`config.mk`:
```
export PLATFORM = sky130hd
export DESIGN_NAME = shift_sub_divide_flat
export DESIGN_NICKNAME = d
export VERILOG_FILES = /design/src/rtl/shift_sub_divide_if.sv /design/src/rtl/shift_sub_divide.sv /design/src/flat_wrapper.sv
export SDC_FILE = /design/constraint.sdc
export NUM_CORES = 1
export LEC_CHECK = 0
export ABC_AREA = 1
export CAP_MARGIN = 20
export CORE_MARGIN = 3
export CORE_UTILIZATION = 51
export CTS_CLUSTER_SIZE = 12
export DETAILED_ROUTE_END_ITERATION = 6
export PLACE_DENSITY = 0.76
export SLEW_MARGIN = 20
export SYNTH_ARGS = -nofsm -noshare
export SYNTH_HDL_FRONTEND = slang
export SYNTH_SLANG_ARGS = --single-unit
```
`constraint.sdc`:
```
create_clock -name clk -period 2 [get_ports clk]
set_input_delay 0.4 -clock clk [delete_from_list [all_inputs] [get_ports clk]]
set_output_delay 0.4 -clock clk [all_outputs]
set_load 0.02 [all_outputs]
```
`src/rtl/shift_sub_divide_if.sv`:
```
// Handshake and result bundle for the shift-subtract divider.
// The master drives the request side and the slave returns the results.
interface shift_sub_divide_if #(
    parameter int unsigned WIDTH = 31
);
    logic             start;
    logic [WIDTH-1:0] dividend;
    logic [WIDTH-1:0] divisor;
    logic [WIDTH-1:0] quotient;
    logic [WIDTH-1:0] remainder;
    logic             busy;
    logic             done;
    logic             div_by_zero;

    modport master (
        output start,
        output dividend,
        output divisor,
        input  quotient,
        input  remainder,
        input  busy,
        input  done,
        input  div_by_zero
    );

    modport slave (
        input  start,
        input  dividend,
        input  divisor,
        output quotient,
        output remainder,
        output busy,
        output done,
        output div_by_zero
    );
endinterface

```
`src/rtl/shift_sub_divide.sv`:
```
// Sequential unsigned restoring divider: one quotient bit per clock by shift-and-subtract,
// with a one-cycle done strobe and a divide-by-zero flag.
module shift_sub_divide #(
    parameter int unsigned WIDTH = 31
) (
    input logic               clk,
    input logic               rst_n,
    shift_sub_divide_if.slave div_io
);
    localparam int unsigned CntW = $clog2(WIDTH + 1);

    typedef enum logic [0:0] {StIdle, StRun} state_e;

    state_e           state_q, state_d;
    logic [WIDTH-1:0] rem_q, rem_d;
    logic [WIDTH-1:0] quo_q, quo_d;
    logic [WIDTH-1:0] dvsr_q, dvsr_d;
    logic [CntW-1:0]  cnt_q, cnt_d;
    logic [WIDTH-1:0] quotient_q, quotient_d;
    logic [WIDTH-1:0] remainder_q, remainder_d;
    logic             done_q, done_d;
    logic             dbz_q, dbz_d;
    logic             dbz_pend_q, dbz_pend_d;

    logic             busy;
    logic             accept;
    logic             last_iter;
    logic             zero_div;
    logic [WIDTH:0]   trial;
    logic [WIDTH-1:0] diff;
    logic             fits;
    logic [WIDTH-1:0] rem_next;
    logic [WIDTH-1:0] quo_next;

    assign zero_div = (div_io.divisor == '0);

    // The partial remainder after a step is always below the divisor, so its WIDTH+1'th
    // bit is always 0 and only the low WIDTH bits are stored; the compare stays WIDTH+1 wide.
    assign trial    = {rem_q, quo_q[WIDTH-1]};
    assign fits     = (trial >= {1'b0, dvsr_q});
    assign diff     = trial[WIDTH-1:0] - dvsr_q;
    assign rem_next = fits ? diff : trial[WIDTH-1:0];
    assign quo_next = {quo_q[WIDTH-2:0], fits};

    always_ff @(posedge clk or negedge rst_n) begin
        if (!rst_n) begin
            state_q <= StIdle;
        end else begin
            state_q <= state_d;
        end
    end

    always_comb begin
        state_d = state_q;
        unique case (state_q)
            StIdle: if (accept && !zero_div) state_d = StRun;
            StRun:  if (last_iter) state_d = StIdle;
            default: state_d = StIdle;
        endcase
    end

    always_comb begin
        busy      = (state_q == StRun);
        accept    = (state_q == StIdle) && div_io.start;
        last_iter = (state_q == StRun) && (cnt_q == CntW'(1));
    end

    always_comb begin
        rem_d       = rem_q;
        quo_d       = quo_q;
        dvsr_d      = dvsr_q;
        cnt_d       = cnt_q;
        quotient_d  = quotient_q;
        remainder_d = remainder_q;
        dbz_d       = dbz_q;
        done_d      = 1'b0;
        dbz_pend_d  = 1'b0;

        // A zero divisor parks the dividend in quo_q and reports one edge later.
        if (dbz_pend_q) begin
            quotient_d  = '1;
            remainder_d = quo_q;
            dbz_d       = 1'b1;
            done_d      = 1'b1;
        end

        if (accept) begin
            quo_d = div_io.dividend;
            if (zero_div) begin
                dbz_pend_d = 1'b1;
            end else begin
                rem_d  = '0;
                dvsr_d = div_io.divisor;
                cnt_d  = CntW'(WIDTH);
            end
        end

        if (busy) begin
            rem_d = rem_next;
            quo_d = quo_next;
            cnt_d = cnt_q - CntW'(1);
            if (last_iter) begin
                quotient_d  = quo_next;
                remainder_d = rem_next;
                dbz_d       = 1'b0;
                done_d      = 1'b1;
            end
        end
    end

    always_ff @(posedge clk or negedge rst_n) begin
        if (!rst_n) begin
            rem_q       <= '0;
            quo_q       <= '0;
            dvsr_q      <= '0;
            cnt_q       <= '0;
            quotient_q  <= '0;
            remainder_q <= '0;
            done_q      <= 1'b0;
            dbz_q       <= 1'b0;
            dbz_pend_q  <= 1'b0;
        end else begin
            rem_q       <= rem_d;
            quo_q       <= quo_d;
            dvsr_q      <= dvsr_d;
            cnt_q       <= cnt_d;
            quotient_q  <= quotient_d;
            remainder_q <= remainder_d;
            done_q      <= done_d;
            dbz_q       <= dbz_d;
            dbz_pend_q  <= dbz_pend_d;
        end
    end

    assign div_io.quotient    = quotient_q;
    assign div_io.remainder   = remainder_q;
    assign div_io.busy        = busy;
    assign div_io.done        = done_q;
    assign div_io.div_by_zero = dbz_q;
endmodule

```
`src/flat_wrapper.sv`:
```
// flat-port wrapper written by rule: the top's interface ports become plain ports
module shift_sub_divide_flat 
#(
    parameter int unsigned WIDTH = 31
)
  (clk, rst_n, div_io_start, div_io_dividend, div_io_divisor, div_io_quotient, div_io_remainder, div_io_busy, div_io_done, div_io_div_by_zero);
  shift_sub_divide_if #(.WIDTH(WIDTH)) div_io_i ();
  input logic clk;
  input logic rst_n;
  input wire logic [$bits(div_io_i.start)-1:0] div_io_start;
  input wire logic [$bits(div_io_i.dividend)-1:0] div_io_dividend;
  input wire logic [$bits(div_io_i.divisor)-1:0] div_io_divisor;
  output wire logic [$bits(div_io_i.quotient)-1:0] div_io_quotient;
  output wire logic [$bits(div_io_i.remainder)-1:0] div_io_remainder;
  output wire logic [$bits(div_io_i.busy)-1:0] div_io_busy;
  output wire logic [$bits(div_io_i.done)-1:0] div_io_done;
  output wire logic [$bits(div_io_i.div_by_zero)-1:0] div_io_div_by_zero;
  assign div_io_i.start = div_io_start;
  assign div_io_i.dividend = div_io_dividend;
  assign div_io_i.divisor = div_io_divisor;
  assign div_io_quotient = div_io_i.quotient;
  assign div_io_remainder = div_io_i.remainder;
  assign div_io_busy = div_io_i.busy;
  assign div_io_done = div_io_i.done;
  assign div_io_div_by_zero = div_io_i.div_by_zero;
  shift_sub_divide #(.WIDTH(WIDTH)) u_core (.clk(clk), .rst_n(rst_n), .div_io(div_io_i));
endmodule
```
==> results_dict.tcl <==
set metrics [dict create \
    synth_nets 1449 \
    irDropWorstVdd_uv 1112 \
    antenna_cells 0 \
    setup_viol 64 \
    ant_nets 0 \
    layout_common_cells "nand2_1 (404), buf_4 (223), inv_1 (189)" \
    final_common_cell "nand2_1" \
    crit_family "simple AND/OR/NAND/NOR gates" \
    syn_inst 1350 \
    viasPerCell 5.334 \
    cp_slowest_cell "dfrtp_1" \
    max_freq_ghz 0.4216 \
    core-area_um2 18770 \
    critPathKind "flop to flop" \
    dp_hpwl_mm 21.84 \
    yosys_most_used_dff "dfrtp_1" \
    r2r-end "u_core.rem_q[27]$_DFFE_PN0P_" \
    area_growth_pct 50.43 \
    worst_pin_slew_ns 0.4102 \
    slew_headroom 0.7266 \
    grt_pass1_vias 10130 \
    cts_buffers 17 \
    num_io_pins 130 \
    die_y_um 144.6 \
    start_util 0.5218 \
    clock_latency_ns 0.44 \
    yosysWarnings 0 \
    nNetsFinal 1800 \
    fin_crit_sh 1.186 \
    gp_congestion 0.9349 \
    rows 50 \
    crit_chain "ha_4 > fa_2 > inv_2 > nand2_2 > nand2_2 > nand3_2 > nand2_4 > nand2_4 > nand3_4 > nand2_8 > nand2_8 > inv_12 > buf_8 > nand2_4 > nand3_2 > nand2_1" \
    status "finished, violations left" \
    die_x_um 144.6 \
    cts_buffer_depth 2 \
    grt-ovfl-total 0 \
    r2r_cells 16 \
    die-area_um2 20900 \
    synth_async_sr_flop_share 1.000 \
    drt_iter0_drc 780 \
    ys_seq_area_frac 0.4191 \
    drtPass1Iterations 6 \
    fin_skew_ns 0.01743 \
    yosysTopAreaCell "dfrtp_1" \
    hold_viol_final 0 \
    synth.cell_area_um2 9793 \
    worstPathArrival_ns 2.75 \
    fin_ws_ns -0.3719 \
    wl_mm 32.71 \
    clkTransAtPathRegs_ns 0.08 \
    synth_top_area_frac 0.4191 \
    dpl_cell_area_um2 12950 \
    min_path_type "input pin to flop" \
    ys_types 41 \
    portBuffers 129 \
    startpoint_type "flop" \
    antenna_found_initial 0 \
    worstHoldStart "div_io_divisor[16]" \
    tritoncts "yes" \
    p_per_area_nw_per_um2 2070 \
    leakage_nw 7.627 \
    drv_cap 0 \
    grt_usage 0.3044 \
    period_needed_ns 2.372 \
    design_area_um2 14730 \
    final-max-slew-violation-count 0 \
    critPathBufInv 3 \
    synth.top_cells.by_area "dfrtp_1 (42%), nand2_1 (18%), inv_1 (7.6%), nand3_1 (5.6%), ha_1 (4.2%)" \
    finalSetupTns_ns -18.22 \
    failed_checks "negative setup slack" \
    root_buffer "clkbuf_16" \
    cts.sinks 164 \
    crit_path_end_kind "flop" \
    grt_pass1_wl_mm 50.33 \
    slowest_delay_ns 0.42 \
    synth-seq-cells 164 \
    crit_top_cell "nand2_4" \
    required_ns 2.38 \
    reg2reg_from "u_core.dvsr_q[0]$_DFFE_PN0P_" \
    layout-drive-gt1-share 0.2760 \
    drc 0 \
    htreeDepth 4 \
    r2r_slack_ns -0.37 \
    whs_endpoint "u_core.dvsr_q[16]$_DFFE_PN0P_" \
    rsz0062_at_grt "true" \
    holdPathStages 3 \
    grt_max_degree 69 \
    syn_area_per_cell_um2 7.254 \
    path_max_fanout 5 \
    vias 10390 \
    power.total_mw 30.50 \
    synth-edff-count 0 \
    wl_per_cell_um 16.79 \
]
[registers in the layout, summed over array words and instances (netlist names)]
signal                     flops
u_core.div_io.quotient        31
u_core.rem_q                  31
u_core.quo_q                  31
u_core.dvsr_q                 31
u_core.dbz_pend_q              1
u_core.div_io.busy             1
u_core.cnt_q                   5
u_core.div_io.remainder       31
u_core.div_io.div_by_zero      1
u_core.div_io.done             1
[worst max-delay path by stage]
stage                            startpoint                                    to  slack [ns]  cells after the start
6_report       u_core.dvsr_q[0]$_DFFE_PN0P_          u_core.rem_q[27]$_DFFE_PN0P_       -0.37                     16
5_1_grt        u_core.dvsr_q[0]$_DFFE_PN0P_          u_core.rem_q[27]$_DFFE_PN0P_       -0.48                     16
4_1_cts        u_core.dvsr_q[0]$_DFFE_PN0P_  u_core.div_io.remainder[0]$_DFF_PN0_       -0.29                     15
3_5_place_dp             div_io_divisor[29]          u_core.rem_q[17]$_DFFE_PN0P_       -0.60                     10
3_3_place_gp             div_io_divisor[29]          u_core.rem_q[19]$_DFFE_PN0P_       -0.53                     10
2_1_floorplan  u_core.quo_q[30]$_DFFE_PN0P_          u_core.rem_q[14]$_DFFE_PN0P_       -0.07                     18
[area by class of cell]
cell class                 count  area (µm²)
clock buffer                  17       425.4
fill                        1241        4036
timing repair buffer         377        3405
multi-input combinational    929        5509
sequential                   164        4108
inverter                     209       797.0
timing repair inverter         3       31.28
tap                          234       292.8
clock inverter                15       163.9
[synthesized netlist by cell type (all sizes together), types with 8 or more instances]
cell      n
o211ai    9
nand3   112
nand4    10
buf      26
inv     207
o21a     30
o221ai   30
nor2     77
ha       33
xor2      8
or2       9
clkbuf   25
o21ai    42
o21bai    9
nand2   483
a21oi    49
dfrtp   164
[metrics by stage]
stage / hold WS [ns] / cells / setup WS, ns / utilization
floorplan: 0.1044 / 1350 / -0.06954 / -
global placement: 0.3309 / 1880 / -0.5329 / 0.6898
detailed placement: 0.3298 / 1880 / -0.6046 / 0.6898
CTS: 0.4372 / 1937 / -0.2925 / 0.7619
global route: 0.3736 / 1948 / -0.4772 / 0.7849
finish: 0.3538 / 1948 / -0.3719 / 0.7849
[where the power goes]
part	leakage (nW)	switching, mW	internal [mW]
clock	0.287	1.65	1.68
sequential	1.94	0.939	4.81
combinational	5.40	11.8	9.65
total	7.63	14.4	16.1
[timing repair]
item	4_1_cts	5_1_grt
setup buffers	15	10
cloned	9	1
hold buffers	1	0
endpoints found under the setup margin	101	100
hold endpoints to repair	33	0
resized for setup	115	75
pin swaps	33	38
[logic make-up after synthesis]
kind of cell / count (synthesis) / share of synthesized area
AO/OA/AOI/OAI: 170 / 0.1128
AND/OR/NAND/NOR: 708 / 0.3059
buffers and inverters: 260 / 0.1055
adder cells (fa/ha/maj): 34 / 0.04421
flip-flops: 164 / 0.4191
XOR/XNOR: 14 / 0.01252
[tightest hold or removal path: cells and delay by family]
family	cells	cell delay, ns
buf+inv	2	0.23
compound gates	1	0.11
[routing by layer]
layer  global-route usage  vias to the layer above  share of wire
met2               0.5338                      389           0.51
met1               0.3872                     4911           0.40
met3              0.03902                       94          0.054
met5                    0                        -              0
li1                     -                     4996              -
met4               0.1070                        0          0.037
No activity file was read; power rests on OpenSTA's default activity.
